`src/rtl/pc_sequencer.sv`:
```
// pc_sequencer: program-counter stage fed by the jump-target LUT.
//
// Registers the next instruction address and supports sequential advance,
// absolute and PC-relative jumps, stall, a start/done handshake and a
// saturating retired-instruction counter.
//
// Optional feature (macro PC_CALL_STACK_EN): a LIFO return stack of
// STACK_DEPTH entries for call_en / ret_en, with a sticky stack_err flag.
// With the macro undefined, call_en/ret_en are ignored and stack_err is 0.
//
// Ports:
//   Clk        system clock, all state updates on the rising edge
//   Reset      synchronous active-high reset
//   start      begin/restart a run from address 0 (from IDLE or HALT)
//   stall      freeze PC, state and counter for this cycle (RUN only)
//   halt_req   end-of-program; go to HALT with PC unchanged
//   abs_jump   load PC with target
//   rel_jump   add two's-complement target to PC
//   call_en    subroutine call (optional feature)
//   ret_en     subroutine return (optional feature)
//   target     D-bit jump target from the LUT
//   prog_ctr   current instruction address
//   busy       high in RUN
//   done       high in HALT
//   instr_cnt  instructions retired in the current run (saturating)
//   stack_err  sticky return-stack over/underflow flag
module pc_sequencer #(
  parameter int D           = 10,
  parameter int CNT_W       = 16,
  parameter int STACK_DEPTH = 4
) (
  input  logic             Clk,
  input  logic             Reset,
  input  logic             start,
  input  logic             stall,
  input  logic             halt_req,
  input  logic             abs_jump,
  input  logic             rel_jump,
  input  logic             call_en,
  input  logic             ret_en,
  input  logic [D-1:0]     target,
  output logic [D-1:0]     prog_ctr,
  output logic             busy,
  output logic             done,
  output logic [CNT_W-1:0] instr_cnt,
  output logic             stack_err
);

  typedef enum logic [1:0] {IDLE, RUN, HALT} state_t;

  state_t           state, state_nxt;
  logic [D-1:0]     pc_nxt;
  logic [CNT_W-1:0] cnt_nxt;
  logic [D-1:0]     pc_inc;

  assign pc_inc = prog_ctr + D'(1);

`ifdef PC_CALL_STACK_EN
  localparam int SP_W  = $clog2(STACK_DEPTH + 1);
  localparam int IDX_W = (STACK_DEPTH > 1) ? $clog2(STACK_DEPTH) : 1;

  logic [D-1:0]    stack_mem [STACK_DEPTH];
  logic [SP_W-1:0] sp, sp_nxt, sp_dec;
  logic            err_q, err_nxt;
  logic            push_en;
  logic            stack_full;

  assign sp_dec     = sp - SP_W'(1);
  assign stack_full = (sp == SP_W'(STACK_DEPTH));
  assign stack_err  = err_q;
`else
  // Call/return inputs have no function without the return stack.
  logic unused_ctrl;
  assign unused_ctrl = call_en ^ ret_en ^ (STACK_DEPTH > 0);
  assign stack_err   = 1'b0;
`endif

  // Status outputs come straight from the state register, so there is no
  // combinational path from any input.
  assign busy = (state == RUN);
  assign done = (state == HALT);

  // NOTE: every signal driven here gets a default first; a path that leaves
  // one unassigned would infer a latch.
  always_comb begin
    state_nxt = state;
    pc_nxt    = prog_ctr;
    cnt_nxt   = instr_cnt;
`ifdef PC_CALL_STACK_EN
    sp_nxt    = sp;
    err_nxt   = err_q;
    push_en   = 1'b0;
`endif
    unique case (state)
      IDLE, HALT: begin
        // stall has no effect outside RUN.
        if (start) begin
          state_nxt = RUN;
          pc_nxt    = '0;
          cnt_nxt   = '0;
`ifdef PC_CALL_STACK_EN
          sp_nxt    = '0;
          err_nxt   = 1'b0;
`endif
        end
      end
      RUN: begin
        if (!stall) begin
          // The halt_req cycle also retires an instruction.
          if (instr_cnt != '1) cnt_nxt = instr_cnt + CNT_W'(1);
          if (halt_req) begin
            state_nxt = HALT;
          end
`ifdef PC_CALL_STACK_EN
          else if (ret_en) begin
            if (sp == '0) begin
              // Underflow: behave like a plain advance and flag it.
              pc_nxt  = pc_inc;
              err_nxt = 1'b1;
            end else begin
              pc_nxt = stack_mem[sp_dec[IDX_W-1:0]];
              sp_nxt = sp_dec;
            end
          end else if (call_en) begin
            // Overflow still takes the jump; only the push is dropped.
            pc_nxt = target;
            if (stack_full) begin
              err_nxt = 1'b1;
            end else begin
              push_en = 1'b1;
              sp_nxt  = sp + SP_W'(1);
            end
          end
`endif
          else if (abs_jump) begin
            pc_nxt = target;
          end else if (rel_jump) begin
            // Modular add handles negative (two's-complement) offsets.
            pc_nxt = prog_ctr + target;
          end else begin
            pc_nxt = pc_inc;
          end
        end
      end
      default: state_nxt = IDLE;
    endcase
  end

  // NOTE: sequential state uses non-blocking assignments so every register
  // samples the pre-edge values of the others.
  always_ff @(posedge Clk) begin
    if (Reset) begin
      state     <= IDLE;
      prog_ctr  <= '0;
      instr_cnt <= '0;
    end else begin
      state     <= state_nxt;
      prog_ctr  <= pc_nxt;
      instr_cnt <= cnt_nxt;
    end
  end

`ifdef PC_CALL_STACK_EN
  always_ff @(posedge Clk) begin
    if (Reset) begin
      sp    <= '0;
      err_q <= 1'b0;
    end else begin
      sp    <= sp_nxt;
      err_q <= err_nxt;
    end
  end

  // NOTE: the stack storage is not reset; emptying it only needs sp cleared,
  // and entries above sp are never read.
  always_ff @(posedge Clk) begin
    if (!Reset && push_en) stack_mem[sp[IDX_W-1:0]] <= pc_inc;
  end
`endif

endmodule

```
`config.mk`:
```
export PLATFORM = sky130hd
export DESIGN_NAME = pc_sequencer
export DESIGN_NICKNAME = d
export VERILOG_FILES = /design/src/rtl/pc_sequencer.sv
export SDC_FILE = /design/constraint.sdc
export NUM_CORES = 1
export LEC_CHECK = 0
export ABC_AREA = 1
export BUFFER_PORTS_ARGS = -buffer_cell sky130_fd_sc_hd__buf_2
export CORE_AREA = 2 2 73 75
export CTS_CLUSTER_SIZE = 28
export DETAILED_ROUTE_END_ITERATION = 6
export DIE_AREA = 0 0 75 77
export GPL_ROUTABILITY_DRIVEN = 0
export HOLD_SLACK_MARGIN = 0.03
export PLACE_DENSITY = 0.78
export SYNTH_ARGS = -nofsm -noshare
export SYNTH_HDL_FRONTEND = slang
export SYNTH_SLANG_ARGS = --single-unit
```
`constraint.sdc`:
```
create_clock -name Clk -period 3.9 [get_ports Clk]
set_input_delay 0.39 -clock Clk [delete_from_list [all_inputs] [get_ports Clk]]
set_output_delay 0.39 -clock Clk [all_outputs]
set_load 0.1 [all_outputs]
```
==> out/qor.csv, run 1 <==
stage;metric;value;unit
place;DP Worst Slack;1.74;ns
power_and_ir_drop;Pwr per Cell Area;275;nW/um^2
logic_synthesis;summed instance area of the synthesized netlist;2190;um^2
setup_path;critical path class;reg -> reg;
power_and_ir_drop;proportion of power drawn by combinational gates;0.287;
timing;number of setup violations in the final report;0;
cells_and_area;Filler Cells Inserted;535;
clock_network;maximum number of buffers from clock root to sink;2;
logic_synthesis;total number of yosys warnings;0;
timing;worst clock skew;0.00716;ns
clock_network;clock root buffer;sky130_fd_sc_hd__clkbuf_8;
outcome;outcome;completed;
power_and_ir_drop;Final Power;687;uW
cells_and_area;leading cell type in the layout, fill and taps excluded;sky130_fd_sc_hd__nand2_1;
clock_network;H-Tree Depth;1;
timing;unrepaired setup endpoints after global routing;no;
drt;Detail Route Antenna Nets;0;
drt;DR DRC count;0;
place;count of input and output buffers;44;
power_and_ir_drop;Leakage;1.18;nW
cells_and_area;highest-count cells in the layout ignoring fill and taps;102 x sky130_fd_sc_hd__nand2_1, 52 x sky130_fd_sc_hd__nor2_1, 44 x sky130_fd_sc_hd__buf_2;
global_routing;first-pass GRT wire length;8990;um
cells_and_area;post-route standard cell area excluding fillers;2500;um^2
setup_path;peak fanout along the critical path;18;
clock_network;clock latency reported for the late side of the worst-skew pair;0.28;ns
place;placed standard-cell area;2440;um^2
timing;number of failing hold endpoints at the final stage;0;
logic_synthesis;sequential share of the synthesized area;0.256;
worst_hold_path;Hold/Removal Path Class;in -> reg;
floorplan;FP Rows;26;
clock_network;CTS tree;done;
cells_and_area;signed area change from the synthesized netlist to the final layout;13.9;%
setup_path;critical path data required time;4.05;ns
setup_path;kind of capture point of the worst setup path;flop;
clock_network;quantity of gates resized following cts;0;
global_routing;via count of the first global-routing pass;2163;
floorplan;# IOs;48;
timing;Peak Freq;519;MHz
global_routing;antenna violations before repair;0;
cells_and_area;count of nets after finishing;423;
floorplan;starting density of the core;0.440;
timing;Slew Limit Headroom;0.606;
clock_network;count of hold-fix buffers inserted at cts;0;
job;max-cap viol count;0;
logic_synthesis;syn nets;382;
cells_and_area;Diodes inserted;0;
floorplan;vertical die dimension;77;um
timing;setup slack after layout;1.97;ns
setup_path;crit-path cells;ha_1 > nand3_1 > nor3_2 > nand4_1 > nand3_4 > inv_2 > nand2_1 > a21oi_2;
power_and_ir_drop;sequential cell fraction of total power;0.442;
drt;vias per std cell;4.95;
drt;WL final;5260;um
setup_path;signal arrival time at the worst endpoint;2.08;ns
setup_path;CP max-delay cell;sky130_fd_sc_hd__dfxtp_1;
floorplan;total die area;5780;um^2
drt;number of violations reported at the end of detailed-routing iteration 0;89;
logic_synthesis;Post-Synthesis Cells;352;
clock_network;Num CTS Buffers;3;
clock_network;post-CTS setup-driven buffer insertion count;0;
cells_and_area;layout cell share with drive strength beyond 1;0.181;
clock_network;CTS sink cnt;28;
timing;number of max-slew violations in the final report;0;
drt;DRT Pass-1 Iters;4;
setup_path;delay-heaviest family, CP;simple AND/OR/NAND/NOR gates;
logic_synthesis;Yosys cell types;36;
floorplan;die width;75;um
power_and_ir_drop;switch share;0.376;
power_and_ir_drop;Internal Pwr Total;429;uW
logic_synthesis;mean post-synth cell area;6.22;um^2
setup_path;launching element type of the critical path;flop;
power_and_ir_drop;worst ir drop on vdd;168;uV
timing;time the worst path needs with I/O delays and setup;1.93;ns
global_routing;maximum number of pins on one net before global-route repair;25;
logic_synthesis;flops & latches, synth;28;
global_routing;grt ovf;0;
clock_network;Clk pin slew, worst setup/hold paths;0.10;ns
place;HPWL after DPL;3950;um
drt;vias after detailed routing;2288;
floorplan;Core Box Area;4980;um^2
setup_path;Largest stage delay, worst path;0.42;ns
timing;Total Negative Setup Slacks;0;ns
drt;routed length per instance;11.4;um
timing;transition time at the pin with the least slew margin;0.586;ns
global_routing;overall routing resource usage;0.193;
setup_path;sum of buffers and inverters on the critical path;1;
power_and_ir_drop;clock power share;0.271;
timing;fin crit share;0.494;
power_and_ir_drop;reported net switching power;258;uW
[flip-flops by register name, indices dropped and copies added, names as in the netlist]
name,flops
instr_cnt,16
state,2
prog_ctr,10
[final cells by class]
cell class / count / area, um^2 / area share
inverter: 45 / 171 / 0.0687
multi-input combinational: 271 / 1400 / 0.561
timing repair buffer: 44 / 220 / 0.0882
sequential: 28 / 561 / 0.225
tap: 70 / 87.6 / 0.0351
clock buffer: 4 / 55.1 / 0.0221
[metrics by stage]
step	instances	utilization	hold slack [ns]
6_report	462	0.502	0.390
5_1_grt	462	0.502	0.411
4_1_cts	462	0.502	0.379
3_5_place_dp	458	0.490	0.476
3_3_place_gp	458	0.490	0.472
2_1_floorplan	352	-	0.459
[logic make-up (layout without fill, tap and decap cells)]
| kind of cell | Yosys count | after routing | synth area share |
|---|---|---|---|
| simple gates | 203 | 203 | 0.401 |
| xor+xnor | 11 | 11 | 0.0440 |
| flops | 28 | 28 | 0.256 |
| other cells | 1 | 1 | 0.00171 |
| compound gates | 45 | 45 | 0.127 |
| fa+ha+maj | 11 | 11 | 0.0662 |
| buf+inv | 53 | 93 | 0.105 |
[worst reg2reg max path, stage by stage (launching register included)]
cell,delay (ns)
sky130_fd_sc_hd__dfxtp_1,0.42
sky130_fd_sc_hd__ha_1,0.26
sky130_fd_sc_hd__nand3_1,0.15
sky130_fd_sc_hd__nor3_2,0.21
sky130_fd_sc_hd__nand4_1,0.20
sky130_fd_sc_hd__nand3_4,0.24
sky130_fd_sc_hd__inv_2,0.16
sky130_fd_sc_hd__nand2_1,0.11
sky130_fd_sc_hd__a21oi_2,0.05
[power groups by stage]
stage / combinational [mW] / clock, mW / sequential [mW]
after global routing: 0.218 / 0.207 / 0.305
final: 0.197 / 0.187 / 0.304
after detailed placement: 0.199 / 0 / 0.310
after CTS: 0.199 / 0.198 / 0.304
after floorplan: 0.128 / 0 / 0.348
after global placement: 0.196 / 0 / 0.310
[layer usage]
layer | up-vias | share of wire | global-route usage
met1 | 1040 | 0.46 | 0.235
met2 | 50 | 0.49 | 0.342
li1 | 1196 | - | -
met4 | 0 | 0.0030 | 0.0500
met5 | - | 0 | 0
met3 | 2 | 0.044 | 0.0302
[synthesized netlist by cell type, drive strengths merged]
cell type  instances  area, um^2
nand2            107         419
nor2              53         206
inv               44         168
a21oi             30         184
dfxtp             28         561
nand3             27         153
ha                10         125
o21ai              9        48.8
xor2               9        78.8
nand4              7        43.8
clkbuf             5        18.8
nor3               5        30.0
buf                3        38.8
and2               2        12.5
o211ai             2        15.0
o21bai             2        15.0
xnor2              2        17.5
a211oi             1        7.51
clkinv             1        3.75
conb               1        3.75
fa                 1        20.0
nor3b              1        7.51
o21a               1        7.51
or2                1        6.26
[path summary, 6_finish.rpt]
check	startpoint	end	slack [ns]	cells after the start
worst min-delay path	stall	state[0]	0.39	3
worst max register to register	instr_cnt[0]	instr_cnt[8]	1.97	8
worst min register to register	prog_ctr[9]	prog_ctr[9]	0.49	2
worst max-delay path	instr_cnt[0]	instr_cnt[8]	1.97	8
No activity file was read; power rests on OpenSTA's default activity.
==> run 2: changes to the inputs <==
- PLACE_DENSITY: 0.78 -> 0.81
- clock period: 3.9 -> 1.7 ns (I/O delays scaled with it)
==> run 2 against run 1 <==
Compared with the run above:
- clock-buffer cell count stayed put
- cell count is 4.3% higher
- global-route usage is 0.20 points higher
- sequential power is 120% higher
- clock skew is 0.0024 ns lower
- die area stayed put
- critical path depth is 5 lower
- first-iteration DRC count is 1.1% lower
==> out/qor.csv, run 2 (synthesized netlist as in run 1, its figures left out) <==
stage;metric;value;unit
setup_path;sum of buffers and inverters on the critical path;2;
global_routing;first-pass GRT wire length;9140;um
cells_and_area;leading cell type in the layout, fill and taps excluded;sky130_fd_sc_hd__nand2_1;
clock_network;CTS sink cnt;28;
clock_network;CTS tree;done;
timing;unrepaired setup endpoints after global routing;yes;
setup_path;critical path data required time;1.53;ns
clock_network;H-Tree Depth;1;
global_routing;via count of the first global-routing pass;2152;
setup_path;delay-heaviest family, CP;buffers and inverters;
drt;WL final;5660;um
cells_and_area;largest registers in the final layout;instr_cnt (16), prog_ctr (10), state (2);
power_and_ir_drop;reported net switching power;625;uW
outcome;outcome;completed;
worst_hold_path;cell count of the worst hold path;3;
clock_network;maximum number of buffers from clock root to sink;2;
setup_path;Reg-to-Reg End;instr_cnt[15];
drt;vias after detailed routing;2358;
floorplan;total die area;5780;um^2
floorplan;vertical die dimension;77;um
timing;number of setup violations in the final report;0;
power_and_ir_drop;proportion of power drawn by combinational gates;0.339;
worst_hold_path;startpoint of the most critical hold path;stall;
global_routing;maximum number of pins on one net before global-route repair;24;
cells_and_area;signed area change from the synthesized netlist to the final layout;30.2;%
floorplan;# IOs;48;
floorplan;die width;75;um
place;DP Worst Slack;-0.129;ns
drt;DR DRC count;0;
global_routing;overall routing resource usage;0.195;
power_and_ir_drop;Internal Pwr Total;989;uW
cells_and_area;max reg flops;16;
timing;number of max-slew violations in the final report;0;
setup_path;peak fanout along the critical path;10;
floorplan;Core Box Area;4980;um^2
power_and_ir_drop;Final Power;1.61;mW
setup_path;startpoint of the worst-slack reg-to-reg timing path;instr_cnt[0];
cells_and_area;final std cells w/o fill;482;
job;max-cap viol count;0;
clock_network;Num CTS Buffers;3;
power_and_ir_drop;switch share;0.387;
setup_path;signal arrival time at the worst endpoint;1.45;ns
clock_network;clock root buffer;sky130_fd_sc_hd__clkbuf_8;
place;count of input and output buffers;44;
clock_network;Clk pin slew, worst setup/hold paths;0.10;ns
drt;DRT Pass-1 Iters;6;
setup_path;CP max-delay cell;sky130_fd_sc_hd__clkbuf_4;
timing;setup slack after layout;0.0821;ns
place;number of placed cells counting well taps;472;
drt;number of violations reported at the end of detailed-routing iteration 0;88;
setup_path;worst-case reg-to-reg path depth;9;
floorplan;starting density of the core;0.440;
power_and_ir_drop;Pwr per Cell Area;566;nW/um^2
setup_path;critical path class;reg -> out;
cells_and_area;Diodes inserted;0;
cells_and_area;post-route standard cell area excluding fillers;2850;um^2
floorplan;FP Rows;26;
timing;number of failing hold endpoints at the final stage;0;
timing;time the worst path needs with I/O delays and setup;1.62;ns
cells_and_area;highest-count cells in the layout ignoring fill and taps;93 x sky130_fd_sc_hd__nand2_1, 51 x sky130_fd_sc_hd__nor2_1, 43 x sky130_fd_sc_hd__buf_2;
power_and_ir_drop;Leakage;1.32;nW
power_and_ir_drop;clock power share;0.237;
cells_and_area;count of nets after finishing;443;
clock_network;clock latency reported for the late side of the worst-skew pair;0.28;ns
worst_hold_path;Hold/Removal Path Class;in -> reg;
timing;fin crit share;0.952;
drt;Detail Route Antenna Nets;0;
place;HPWL after DPL;4250;um
setup_path;crit-path cells;inv_4 > nor2_4 > clkbuf_4;
timing;worst clock skew;0.00476;ns
power_and_ir_drop;worst ir drop on vdd;260;uV
drt;routed length per instance;11.7;um
worst_hold_path;hold path endpoint;state[0];
setup_path;Largest stage delay, worst path;0.42;ns
setup_path;launching element type of the critical path;flop;
clock_network;count of hold-fix buffers inserted at cts;0;
timing;Peak Freq;618;MHz
drt;vias per std cell;4.89;
cells_and_area;layout cell share with drive strength beyond 1;0.333;
setup_path;r2r setup slk;0.09;ns
global_routing;grt ovf;0;
global_routing;antenna violations before repair;0;
setup_path;kind of capture point of the worst setup path;output pin;
cells_and_area;Top reg by flops;instr_cnt;
power_and_ir_drop;sequential cell fraction of total power;0.423;
place;placed standard-cell area;2680;um^2
## run 2: what timing repair did
| action | 4_1_cts | 5_1_grt |
|---|---|---|
| pin swaps | 0 | 3 |
| setup buffers | 0 | 6 |
| endpoints found under the setup margin | 1 | 22 |
| gates resized for setup | 1 | 17 |
| gates cloned | 0 | 0 |
## run 2: cell type report
cell class | count | area, um^2
Tap cell | 70 | 87.6
Sequential cell | 28 | 633
Fill cell | 488 | 2130
Clock buffer | 4 | 45.0
Multi-Input combinational cell | 271 | 1520
Inverter | 45 | 181
Timing Repair Buffer | 64 | 380
## run 2: worst reg2reg max path: stages, from the launching register on
cell	delay, ns
sky130_fd_sc_hd__dfxtp_4	0.37
sky130_fd_sc_hd__ha_4	0.17
sky130_fd_sc_hd__nand3_4	0.10
sky130_fd_sc_hd__nor3_4	0.23
sky130_fd_sc_hd__nand4_1	0.16
sky130_fd_sc_hd__nand3_4	0.17
sky130_fd_sc_hd__buf_4	0.13
sky130_fd_sc_hd__nand2_1	0.04
sky130_fd_sc_hd__o21ai_1	0.06
sky130_fd_sc_hd__and2_1	0.13
## run 2: power groups by stage
stage	logic [mW]	clock network (mW)	registers, mW
after floorplan	0.312	0	0.788
after global placement	0.500	0	0.697
after detailed placement	0.506	0	0.698
after CTS	0.507	0.400	0.683
after global routing	0.595	0.426	0.687
final	0.547	0.383	0.683
## run 2: worst max path at each step
stage,end,cells after the start,from
final,busy,3,state[0]
after global routing,instr_cnt[2],9,instr_cnt[0]
after CTS,busy,3,state[0]
after detailed placement,prog_ctr[6],10,rel_jump
after global placement,prog_ctr[6],10,rel_jump
after floorplan,instr_cnt[13],10,state[0]
## run 2: through the flow
step / TNS [ns] / hold WS [ns] / util
after global routing: -0.0875 / 0.184 / 0.573
after CTS: 0 / 0.173 / 0.548
final: 0 / 0.173 / 0.573
after detailed placement: -0.301 / 0.471 / 0.538
after floorplan: -2.13 / 0.229 / -
after global placement: -0.151 / 0.458 / 0.538
## run 2: metal layers
metal,track usage,vias to the layer above,wire length (um)
met5,0,-,0
met3,0.0276,11,290
met4,0.0500,0,108
met1,0.254,1042,2560
met2,0.330,68,2710
li1,-,1237,-
